===== src/rtl/rsp_ingress_queue.sv =====
// rsp_ingress_queue: per-initiator FIFO that stores pre-decoded onehot destinations
// and presents the head entry as a request to the rsp switch arbiter.
module rsp_ingress_queue #(
   parameter int NT    = 3,
   parameter int DW    = 32,
   parameter int DEPTH = 4,
   parameter int DSTW  = 2
) (
   input  logic                       clk,
   input  logic                       rstn,
   input  logic                       in_vld,
   output logic                       in_rdy,
   input  logic [DSTW-1:0]            in_dst,
   input  logic [DW-1:0]              in_data,
   output logic [NT-1:0]              req,
   input  logic [NT-1:0]              vreq,
   output logic [DW-1:0]              out_data,
   output logic [$clog2(DEPTH):0]     level,
   output logic                       err,
   output logic [7:0]                 err_cnt
);
   localparam int AW = $clog2(DEPTH);
   localparam int PW = AW + 1;

   logic [NT+DW-1:0] mem_q [DEPTH];
   logic [PW-1:0]    wr_ptr_q, wr_ptr_d, rd_ptr_q, rd_ptr_d;
   logic             err_q, err_d;
   logic [7:0]       err_cnt_q, err_cnt_d;
   logic [NT+DW-1:0] head;
   logic             full, empty, acc, legal, push, drop, pop;

   always_comb begin
      full      = (wr_ptr_q ^ rd_ptr_q) == {1'b1, {AW{1'b0}}};
      empty     = wr_ptr_q == rd_ptr_q;
      head      = mem_q[rd_ptr_q[AW-1:0]];
      in_rdy    = !full;
      req       = empty ? '0 : head[DW+:NT];
      out_data  = empty ? '0 : head[DW-1:0];
      level     = wr_ptr_q - rd_ptr_q;
      acc       = in_vld && in_rdy;
      legal     = 32'(in_dst) < NT;
      push      = acc && legal;
      drop      = acc && !legal;
      pop       = |(req & vreq);
      wr_ptr_d  = wr_ptr_q + PW'(push);
      rd_ptr_d  = rd_ptr_q + PW'(pop);
      err_d     = drop;
      err_cnt_d = (drop && err_cnt_q != 8'hFF) ? err_cnt_q + 8'd1 : err_cnt_q;
      err       = err_q;
      err_cnt   = err_cnt_q;
   end

   always_ff @(posedge clk or negedge rstn) begin
      if (!rstn) begin
         wr_ptr_q  <= '0;
         rd_ptr_q  <= '0;
         err_q     <= 1'b0;
         err_cnt_q <= '0;
      end else begin
         wr_ptr_q  <= wr_ptr_d;
         rd_ptr_q  <= rd_ptr_d;
         err_q     <= err_d;
         err_cnt_q <= err_cnt_d;
      end
   end

   // Payload storage needs no reset: empty masks stale entries from req/out_data.
   always_ff @(posedge clk) begin
      if (push) mem_q[wr_ptr_q[AW-1:0]] <= {NT'(1) << in_dst, in_data};
   end

`ifndef SYNTHESIS
   a_req_onehot0: assert property (@(posedge clk) disable iff (!rstn) $onehot0(req));
   a_no_pop_empty: assert property (@(posedge clk) disable iff (!rstn) !(pop && empty));
   a_level_max: assert property (@(posedge clk) disable iff (!rstn) level <= PW'(DEPTH));
`endif
endmodule


===== config.mk =====
export PLATFORM = sky130hd
export DESIGN_NAME = rsp_ingress_queue
export DESIGN_NICKNAME = d
export VERILOG_FILES = /design/src/rtl/rsp_ingress_queue.sv
export SDC_FILE = /design/constraint.sdc
export NUM_CORES = 1
export LEC_CHECK = 0
export BUFFER_PORTS_ARGS = -buffer_cell sky130_fd_sc_hd__buf_2
export CORE_ASPECT_RATIO = 0.9
export CORE_MARGIN = 1
export CORE_UTILIZATION = 30
export CTS_BUF_LIST = sky130_fd_sc_hd__clkbuf_2 sky130_fd_sc_hd__clkbuf_4 sky130_fd_sc_hd__clkbuf_8
export DETAILED_ROUTE_END_ITERATION = 16
export GPL_TIMING_DRIVEN = 0
export PLACE_DENSITY = 0.52
export SLEW_MARGIN = 20
export SYNTH_ARGS = -nofsm -noshare
export SYNTH_HDL_FRONTEND = slang
export SYNTH_SLANG_ARGS = --single-unit
export TNS_END_PERCENT = 30

===== constraint.sdc =====
create_clock -name clk -period 5.8 [get_ports clk]
set_input_delay 0.58 -clock clk [delete_from_list [all_inputs] [get_ports clk]]
set_output_delay 0.58 -clock clk [all_outputs]
set_load 0.1 [all_outputs]

Word level (Yosys, flattened, before mapping)
Memories as Yosys holds them, arrays and structs flattened.
Cells that the tools add are included.

storage, ports and cells
  register bits = 15
  memory bits (writable) = 140
  input port bits = 40
  output and inout port bits = 48
  logic and storage cells = 27
  memories = 1

memories
  memory  words  width  read ports  clocked after memory_dff  wr ports  line  text
  mem_q   4      35     1           0                         1         25    logic [NT+DW-1:0] mem_q [DEPTH];

cells by class
  add/sub/neg operators = 4
  order comparisons = 1
  equality and inequality tests = 3
  shift-type cells = 1
  muxes and demuxes = 4
  bitwise gates (word level) = 2
  reduce and logical (&&, ||, !) cells = 7

operator list
  cell                                                                number
  32-bit two-way mux                                                  1
  8-bit by 1-bit adder with 8-bit output (second input constant)      1
  8-bit != test (second input constant)                               1
  3-bit by 1-bit adder with 3-bit output                              2
  1-bit logical AND                                                   4
  3-bit bitwise AND                                                   1
  3-bit == test                                                       1
  3-bit == test (second input constant)                               1
  3-bit two-way mux                                                   1
  3-bit OR reduction                                                  1
  1-bit by 2-bit left shift with 3-bit output (first input constant)  1
  3-bit subtractor                                                    1
  3-bit bitwise XOR                                                   1
  1-bit logical NOT                                                   2
  2-bit less-than comparator (second input constant)                  1
  1-bit two-way mux                                                   2

Logic depth before layout (Yosys ltp)
  depth after elaboration = 7
  mapped depth = 11
  gate-level depth less buffers = 9

Worst setup path before layout
No wires, ideal clock.

  kind = register -> register
  start = register rd_ptr_q[1]
  end = memory mem_q[1][0] in the netlist's numbering, enable pin
  setup time = 0.471 ns
  arrival time = 4.778 ns
  data required time = 5.329 ns
  path slack = 0.551 ns
  stages on the path, launching flop included = 8
  path buffers = 2
  clock period less this slack = 5.249 ns
  path through = dfrtp_1 -> buf_2 -> buf_1 -> inv_1 -> ha_1 -> nand3_1 -> nand3_1 -> nor3_1

between the ends
  cells in the longest elaborated chain, start to end = 7

ends and longest elaborated chain
  item                                     line  text
  from (decl)                              26    logic [PW-1:0] wr_ptr_q, wr_ptr_d, rd_ptr_q, rd_ptr_d;
  from (signal assigned)                   61    rd_ptr_q <= rd_ptr_d;
  3-bit bitwise XOR                        33    full = (wr_ptr_q ^ rd_ptr_q) == {1'b1, {AW{1'b0}}};
  3-bit == test                            33
  1-bit logical NOT                        36    in_rdy = !full;
  named net in_rdy                         12    output logic in_rdy,
  1-bit logical AND                        40    acc = in_vld && in_rdy;
  1-bit logical AND                        42    push = acc && legal;
  1-bit two-way mux                        69    if (push) mem_q[wr_ptr_q[AW-1:0]] <= {NT'(1) << in_dst, in_data};
  1-bit two-way mux (implied by the code)  69
  to (decl)                                25

The timed path passes the listed nets, and every way through them passes these cells.

Worst setup path after layout
  start = register rd_ptr_q[1]
  end = output out_data[1]

between the ends
  cells in the longest elaborated chain, start to end = 2
  elaborated cells between the ends (all ways) = 3
  classes of those cells = 1 x eq/ne; 1 x mux; 1 x memory

ends and longest elaborated chain
  item                                                       line  text
  memory 4 x 35 bit / 3-bit == test (equally long branches)  --
  32-bit two-way mux (*)                                     38    out_data = empty ? '0 : head[DW-1:0];
  to (decl)                                                  17    output logic [DW-1:0] out_data,

Mark *: on every way between the ends. The rest lies on a longest branch, timed or not.

==> impl_metrics.toml <==
[cells_and_area]
nFillCells = 1873
fin_cells = 682
final_core_util_pct = 37.9
design_area_mm2 = 0.00737
final_nets = 467
layout-drive-gt1-share_pct = 42.1
n_antenna_cell = 0
multi_input_area_mm2 = 0.00143
areaGrowthSynthToFinish_pct = 21.5
seqCellArea_mm2 = 0.00458

[sta]
final-hold-violation-count = 0
rsz0062_at_grt = "no"
fmax_mhz = 237
slew_headroom_pct = 42.3
setup_viol = 0
slew_viol_final = 0
period_share_pct = 72.8
period_minus_slack_ns = 4.22
fin_skew_ns = 0.00970
worst_pin_slew_ns = 0.861

[synth]
ys_ff_latch = 155
synth-simple-area-share_pct = 5.94
synth.largest_area_cell = "edfxtp_1"
async_flop_share_pct = 9.68
synthTopCellsByArea = "edfxtp_1, mux4_2, dfrtp_1"
syn_nets = 343
synthXorXnorAreaFrac_pct = 1.42
synth_edf_count = 140
synthFlopType = "edfxtp_1"
yosys.cell_types.count = 29
synth-adder-area-share_pct = 1.77
synth_top_family_by_area = "multiplexers"
yosys-top-cells-count = "edfxtp_1, nor2b_1, mux4_2"
syn_inst = 295
syn_avg_cell_area_um2 = 20.6
synth.top_cell.area_share_pct = 69.3
synth_most_common_cell = "edfxtp_1"
synth_compound_area_share_pct = 0.784
syn_area_mm2 = 0.00606
yosysSeqAreaShare_pct = 75.5
synth_warnings = 0
synthMuxAreaShare_pct = 13.2

[worst_hold_path]
min_path_type = "input pin to flop"

[route]
antenna_left = 0
drt-wirelength-per-cell_um = 17.7
vias = 3052
routed_via_density = 4.48
firstDrtPassIters = 4
drc = 0
drtIter0Drc = 124
wl_um = 12100

[setup_path]
cp_slowest_cell = "buf_1"
slowest_delay_ns = 0.57
end_kind = "output port"
path_max_fanout = 10
cp.required_ns = 5.22
worstSetupStartpointType = "flop"
critical_path_arrival_ns = 3.64
path_class = "flop to output port"
path_cells = "buf_2 -> buf_1 -> inv_1 -> ha_1 -> nand2_1 -> nor2_1 -> clkbuf_1 -> nor2b_1 -> buf_2"
crit_path_frequent_cell = "buf_2"

[placed_design]
port_buffers = 87
finalWeightedCongestion = 0.739
placed_cells = 649
dpl-instance-area_mm2 = 0.00696
dp_hpwl_um = 8590

[die]
initial_core_util_pct = 31.2
ios = 88
core.rowCount = 48
dieArea_mm2 = 0.0208
die_h_um = 137
die_x_um = 152
core-area_mm2 = 0.0195

[clock_network]
clk-insertion-delay-late_ns = 0.44
cts-root-buf = "clkbuf_8"
numCtsBuffers = 17
clk_path_buf_depth = 2
cts.clk_slew.worst_paths_ns = 0.09
htreeDepth = 4
cts_tree = "done"
cts.sinks = 155
post_cts_resized = 0

[grt]
grt_usage_pct = 12.6
grt_max_degree = 17
grt_overflow_total = 0
grt_pass1_vias = 3462
grt_pass1_wl_um = 19000
antenna_found_initial = 1

[status]
status = "finished clean"

[job]
cap_violations = 0
## cells by family after synthesis
family,after synthesis
buffers and inverters,18
AOI/OAI and AO/OA,7
DFF,155
xor gates and xnor gates,9
muxes,36
adders and majority gates,8
and+or+nand+nor,62
## layer usage
layer	wire length (um)	global-route usage (%)
met4	163	5.17
met2	6220	21.8
met1	5000	14.2
met3	681	4.31
met5	0	0
## critical path: cells and delay by family, from the launching register on
kind / cells / cell delay, ns
and+or+nand+nor: 3 / 0.65
DFF: 1 / 0.41
buffers and inverters: 5 / 1.79
adders and majority gates: 1 / 0.34
## area by class of cell
class	instances	share of cell area [%]
sequential	155	62.1
tap	250	4.25
buffer	11	0.730
clock inverter	15	2.22
timing repair buffer	105	7.78
multi-input combinational	122	19.3
inverter	7	0.357
clock buffer	17	3.18
## final timing paths
path	start	endpoint	slack (ns)	cells past startpoint
max reg2reg	rd_ptr_q[1]$_DFF_PN0_	mem_q[1][20]$_DFFE_PP_	2.25	9
min reg2reg	err_cnt[6]$_DFFE_PN0P_	err_cnt[6]$_DFFE_PN0P_	0.51	1
min in group asynchronous	rstn	err_cnt[6]$_DFFE_PN0P_	0.57	2
max in group asynchronous	rstn	rd_ptr_q[0]$_DFF_PN0_	4.97	2
max	rd_ptr_q[1]$_DFF_PN0_	out_data[1]	1.58	9
min	in_data[26]	mem_q[1][26]$_DFFE_PP_	0.34	1
## per-stage QoR
stage                     hold WS [ns]  setup TNS, ns  worst slack, ns
after floorplan                  0.284              0            0.551
after global placement           0.479        -200.41            -1.46
after detailed placement         0.496              0             1.85
after CTS                        0.304              0             1.34
after global routing             0.315              0             1.16
final                            0.345              0             1.58
## state kept, by name (all words and copies together), names as in the netlist
signal and cells:
rd_ptr_q 3, err_cnt 8, wr_ptr_q 3, err 1, mem_q 140
## layout by cell type (no fill, tap or decap), types with 3 or more instances in the layout
cell          n
nand3_1       6
buf_2        91
clkinvlp_4    3
buf_4        17
a21oi_1       3
edfxtp_1    140
xor2_1        8
inv_6         5
nor3_2        4
inv_1         6
mux4_2       34
ha_1          7
nand2_1       4
nor4_1        3
dfrtp_1      15
clkbuf_1      5
nor2_1        5
clkbuf_8     17
nor2b_1      36
## what timing repair did
item	in CTS	in global routing
hold buffers	1	0
buffers inserted	0	0
hold endpoints to repair	9	0
Power is not shown: default switching activity piles up to over one toggle a cycle in this logic, so the estimate is an artifact.
